[src/rtl/pending_encoder_pkg.sv]
// Shared definitions for the pending encoder: default index width and vector-width helper.
package pending_encoder_pkg;
  localparam int DEF_ADDR_SIZE = 4;
  localparam int DEF_VEC_W     = 1 << DEF_ADDR_SIZE;

  function automatic int vec_width(input int addr_size);
    return 1 << addr_size;
  endfunction
endpackage

[src/rtl/pending_encoder_prio_enc.sv]
// Combinational priority encoder: first set bit of i_vec searching upward from i_start, with wrap.
module prio_enc
  import pending_encoder_pkg::*;
#(
  parameter int ADDR_SIZE = DEF_ADDR_SIZE
) (
  input  logic [(1<<ADDR_SIZE)-1:0] i_vec,
  input  logic [ADDR_SIZE-1:0]      i_start,
  output logic                      o_found,
  output logic [ADDR_SIZE-1:0]      o_idx
);
  localparam int W = vec_width(ADDR_SIZE);

  logic [ADDR_SIZE-1:0] w_j;

  // Walk from the far end back toward i_start so the nearest hit is written last.
  always_comb begin
    o_found = 1'b0;
    o_idx   = '0;
    w_j     = '0;
    for (int k = W - 1; k >= 0; k--) begin
      w_j = i_start + ADDR_SIZE'(k);
      if (i_vec[w_j]) begin
        o_found = 1'b1;
        o_idx   = w_j;
      end
    end
  end
endmodule

[src/rtl/pending_encoder.sv]
// Captures request rising edges into a sticky pending vector and emits their indices over valid/ready.
// Define PENDING_ENCODER_ROUND_ROBIN_EN for rotating priority; otherwise the lowest index wins.
module pending_encoder
  import pending_encoder_pkg::*;
#(
  parameter int ADDR_SIZE = DEF_ADDR_SIZE
) (
  input  logic                      clk,
  input  logic                      reset_n,
  input  logic [(1<<ADDR_SIZE)-1:0] req,
  input  logic                      flush,
  input  logic                      out_ready,
  output logic                      out_valid,
  output logic [ADDR_SIZE-1:0]      out_addr,
  output logic [(1<<ADDR_SIZE)-1:0] pending,
  output logic                      any_pend
);
  localparam int W = vec_width(ADDR_SIZE);

  logic [W-1:0]         r_req_q;
  logic [W-1:0]         r_pending;
  logic                 r_out_valid;
  logic [ADDR_SIZE-1:0] r_out_addr;
  logic [ADDR_SIZE-1:0] r_rr_ptr;

  logic [W-1:0]         w_rise;
  logic [W-1:0]         w_clr;
  logic [ADDR_SIZE-1:0] w_start;
  logic                 w_found;
  logic [ADDR_SIZE-1:0] w_idx;
  logic                 w_stage_free;
  logic                 w_load;

  assign w_rise = req & ~r_req_q;

`ifdef PENDING_ENCODER_ROUND_ROBIN_EN
  assign w_start = r_rr_ptr;
`else
  assign w_start = '0;
`endif

  prio_enc #(.ADDR_SIZE(ADDR_SIZE)) u_prio_enc (
    .i_vec   (r_pending),
    .i_start (w_start),
    .o_found (w_found),
    .o_idx   (w_idx)
  );

  // Only already-registered pending bits are eligible, giving the two-edge request latency.
  assign w_stage_free = !r_out_valid || out_ready;
  assign w_load       = w_stage_free && w_found;
  assign w_clr        = w_load ? ({{(W-1){1'b0}}, 1'b1} << w_idx) : '0;

  always_ff @(posedge clk) begin
    if (!reset_n) begin
      r_req_q     <= '0;
      r_pending   <= '0;
      r_out_valid <= 1'b0;
      r_out_addr  <= '0;
      r_rr_ptr    <= '0;
    end else begin
      r_req_q <= req;
      if (flush) begin
        r_pending   <= '0;
        r_out_valid <= 1'b0;
        r_rr_ptr    <= '0;
      end else begin
        // A rise landing on the bit being loaded keeps it pending so the event is not lost.
        r_pending <= (r_pending & ~w_clr) | w_rise;
        if (w_load) begin
          r_out_valid <= 1'b1;
          r_out_addr  <= w_idx;
          r_rr_ptr    <= w_idx + 1'b1;
        end else if (w_stage_free) begin
          r_out_valid <= 1'b0;
        end
      end
    end
  end

  assign out_valid = r_out_valid;
  assign out_addr  = r_out_addr;
  assign pending   = r_pending;
  assign any_pend  = |r_pending;
endmodule

[config.mk]
export PLATFORM = sky130hd
export DESIGN_NAME = pending_encoder
export DESIGN_NICKNAME = d
export VERILOG_FILES = /design/src/rtl/pending_encoder_pkg.sv /design/src/rtl/pending_encoder_prio_enc.sv /design/src/rtl/pending_encoder.sv
export SDC_FILE = /design/constraint.sdc
export NUM_CORES = 1
export LEC_CHECK = 0
export CORE_MARGIN = 10
export CORE_UTILIZATION = 51
export DETAILED_ROUTE_END_ITERATION = 8
export PLACE_DENSITY = 0.84
export SKIP_LAST_GASP = 1
export SLEW_MARGIN = 20
export SYNTH_ARGS = -nofsm -noshare
export SYNTH_HDL_FRONTEND = slang
export SYNTH_SLANG_ARGS = --single-unit
[constraint.sdc]
create_clock -name clk -period 4.15 [get_ports clk]
set_input_delay 0.83 -clock clk [delete_from_list [all_inputs] [get_ports clk]]
set_output_delay 0.83 -clock clk [all_outputs]
set_load 0.03 [all_outputs]
* After elaboration in Yosys (flattened, before gate mapping)
Index checks and enable logic that the tools add are counted.
** Storage, ports and cells
- Register bits :: 37
- Input bits :: 20
- Output and inout bits :: 22
- Word-level logic and storage cells :: 54
** Cells by class
- Shifts and indexed selects :: 1
- Muxes and demuxes :: 35
- Bitwise logic cells :: 7
- Reductions and logical operators :: 7
** Operator list (number)
- 2-to-1 mux 4 bit :: 16
- bitwise AND 16 bit :: 2
- inverter 16 bit :: 2
- 2-to-1 mux 1 bit :: 18
- 2-to-1 mux 16 bit :: 1
- OR 16 bit :: 1
- OR reduction 16 bit :: 1
- << shifter 1 x 4 -> 16 bit, first input constant :: 1
- inverter 1 bit :: 2
- AND reduction 2 bit :: 1
- nonzero test 2 bit :: 1
- OR reduction 2 bit :: 1
- logical AND 1 bit :: 1
- logical NOT 1 bit :: 1
- logical OR 1 bit :: 1

* Longest topological paths before layout
- Word-level depth :: 21
- Gate-level depth with buffers :: 7
- Mapped depth without buffers :: 6

* Hierarchy
A second synthesis with hierarchy kept.
** Second synthesis, totals
- Cells, all modules :: 402
- Area total of the unflattened synthesis :: 3739.8 µm²
** By module, submodules not included
- prio_enc :: instances 1, cells each 259, area each 2328.5 µm², sequential area each 0.0 µm²
- pending_encoder :: instances 1, cells each 143, area each 1411.4 µm², sequential area each 740.7 µm²

* Worst setup path before layout
Ideal clock, no wire load.
- Path kind :: flip-flop to output port
- Start :: register r_pending[7] (netlist: pending[7])
- End :: output any_pend
- Data arrival time :: 1.656 ns
- Setup slack :: 1.664 ns
- Cell stages (with the launch flop) :: 5
- Buffers on the path :: 1
- Path through :: dfxtp_1 > or4_1 > buf_2 > nor4b_4 > nand3_2
** Between the ends
- Longest elaborated chain between the ends :: 1
** RTL lines
- from (decl) :: RTL line pending_encoder.sv:21 : logic [W-1:0] r_pending;
- from (signal assigned) :: RTL line pending_encoder.sv:69 : r_pending <= (r_pending & ~w_clr) | w_rise;
- OR reduction 16 bit :: RTL line pending_encoder.sv:84 : assign any_pend = |r_pending;
- to (decl) :: RTL line pending_encoder.sv:16 : output logic any_pend
No other way between the ends.

* Worst setup path after layout
- Start :: register r_pending[6] (netlist: pending[6])
- End :: output any_pend
The elaborated chain is that of the path after synthesis.

==> impl_metrics.toml <==
[worst_hold_path]
hp-class = "reg2reg"

[run_status]
status = "completed"

[yosys]
yosys_warnings = 0
synth_area_um2 = 1560
syn-num-nets = 195
seq_area_frac_synth_pct = 47.5
synthArstFlopShare_pct = 0
ys_ff_latch = 37
synth_cell_types = 32
synth_top_flop_cell = "dfxtp_1"
avgSynthCellArea_um2 = 8.92
synthCells = 175
synth_edf_count = 0

[final_layout]
drive_above_1_share_pct = 5.48
final_nets = 239
diodes = 0
final_util_pct = 69.0
syn2layout_area_growth_pct = 31.7
final_cell_mix = "clkdlybuf4s50_1, dfxtp_1, a21oi_1, and2_1, nand2b_1"
final_common_cell = "clkdlybuf4s50_1"

[clocking]
ctsResizeCount = 0
root_buffer = "clkbuf_4"
cts_made_buffers = 5
clockBufferDepth = 2
clkTransAtPathRegs_ns = 0.11
post_cts_buffers = 0
clkLatencyLatePin_ns = 0.34
htree_levels = 2
cts_sinks = 37
cts_tree = "built"
ctsHoldBuffers = 0

[sta]
setup_slack_ns = 0.709
maxSlewViolCount = 0
worst_slew_pin_slew_ns = 0.869
hold_viol_final = 0
setup-tns-final_ns = 0
finalClockSkew_ns = 0.0128
setup_viol = 0
fin_crit_ns = 3.44
rsz0062_at_grt = "no"
relSlewSlack_pct = 41.4
period_share_pct = 82.9
fmax_mhz = 291

[die]
die_x_um = 75.3
io_pins = 42
start_util_pct = 52.4
num_rows = 20
chipHeight_um = 75.3
core_area_um2 = 2980
die-area_um2 = 5670

[critical_path]
cp_max_fo = 8
crit_chain = "or4_1 -> nor4b_4 -> nand3_2 -> clkdlybuf4s50_1"
path_class = "reg2out"
critPathLaunchType = "flip-flop"
path_buf_inv = 1
arrival_ns = 2.61
crit_required_ns = 3.32
endpoint_kind = "output pin"
crit_path_top_delay_cell = "or4_1"
max_stage_delay_ns = 0.72
path_delay_family = "simple AND/OR/NAND/NOR gates"
r2r_setup_slack_ns = 2.07

[place]
routabilityCongestion = 0.901
dp_hpwl_mm = 3.33
place_ws_ns = 1.09
port_buffers = 41

[pwr]
p_leak_uw = 0.000779
peakVddDrop_mv = 0.253
powerDensity_nw_per_um2 = 375

[detailed_routing]
wire_per_inst_um = 17.2
vias = 1407
first_pass_iters = 4
drt-total-wl_mm = 4.34
ant_nets = 0
route.detailed.drc = 0
vias_per_cell = 5.58
drt-initial-drc-count = 98

[global_route]
grt_max_degree = 19
antenna_found_initial = 0
grtUsageTotal_pct = 16.7
grt_pass1_wl_mm = 7.21
grt_overflow = 0
first_global_vias = 1417

[flow_run]
drv_cap = 0
[worst paths after layout]
| check | to | from | cells past startpoint |
|---|---|---|---|
| worst min register to register | pending[2]$_SDFF_PP0_ | r_req_q[2]$_SDFF_PN0_ | 2 |
| worst min-delay path | pending[2]$_SDFF_PP0_ | r_req_q[2]$_SDFF_PN0_ | 2 |
| worst max-delay path | any_pend | pending[6]$_SDFF_PP0_ | 4 |
| worst max register to register | out_addr[0]$_SDFFE_PN0P_ | pending[6]$_SDFF_PP0_ | 6 |
[power by group]
group | internal, µW | switching, µW | leakage [µW]
clock network | 80.0 | 110 | 0.0000314
logic | 83.1 | 105 | 0.000441
registers | 376 | 18.0 | 0.000306
total | 539 | 233 | 0.000779
[state kept, by name, indices dropped and copies added, names as in the netlist]
register	flops
out_valid	1
pending	16
out_addr	4
r_req_q	16
[routing by layer]
metal	share of wire [%]	wire length (µm)	track usage, %
met4	2.1	93	6.80
met2	48	2100	26.2
met3	6.9	299	6.51
met5	0	0	0
met1	43	1850	20.1
[synth_stat cells, types with 3 or more instances]
cell | instances | area share [%]
clkbuf_1 | 4 | 0.96
nor2_1 | 14 | 3.4
or3_1 | 4 | 1.6
dfxtp_1 | 37 | 47
inv_1 | 6 | 1.4
o31ai_1 | 5 | 2.4
nor3_1 | 4 | 1.3
o21ai_0 | 14 | 4.5
a21oi_1 | 23 | 7.4
nand2b_1 | 15 | 6.0
nor4_1 | 6 | 2.4
and2_1 | 17 | 6.8
a211oi_1 | 3 | 1.4
nor2b_1 | 5 | 2.0
[worst register-to-register path: stages (launching register included)]
cell and delay, ns:
dfxtp_1 0.39, or4_1 0.72, nor4b_4 0.36, nand3_2 0.16
nand2_2 0.11, mux2i_1 0.18, nor2_1 0.05
[cell families (layout without fill, tap and decap cells)]
group / count (synthesis) / count (layout) / share of synthesized area [%]
buffers and inverters: 11 / 55 / 2.73
flip-flops: 37 / 37 / 47.5
AO/OA/AOI/OAI: 53 / 53 / 20.1
multiplexers: 1 / 1 / 0.642
AND/OR/NAND/NOR: 73 / 73 / 29.0
[final cells by class]
type	instances	area, µm²
Tap cell	33	41.3
Fill cell	252	923
Sequential cell	37	741
Multi-Input combinational cell	127	777
Inverter	6	22.5
Timing Repair Buffer	42	418
Clock buffer	7	55.1
[through the flow]
stage | std cells | total power [µW] | hold WS, ns | cell area, µm²
4_1_cts | 252 | 777 | 0.492 | 2050
6_report | 252 | 771 | 0.490 | 2050
3_5_place_dp | 245 | 589 | 0.476 | 2000
3_3_place_gp | 245 | 587 | 0.470 | 2000
5_1_grt | 252 | 815 | 0.515 | 2050
2_1_floorplan | 175 | 512 | 0.462 | 1560
Note: power is estimated with default switching activity, not from simulation.
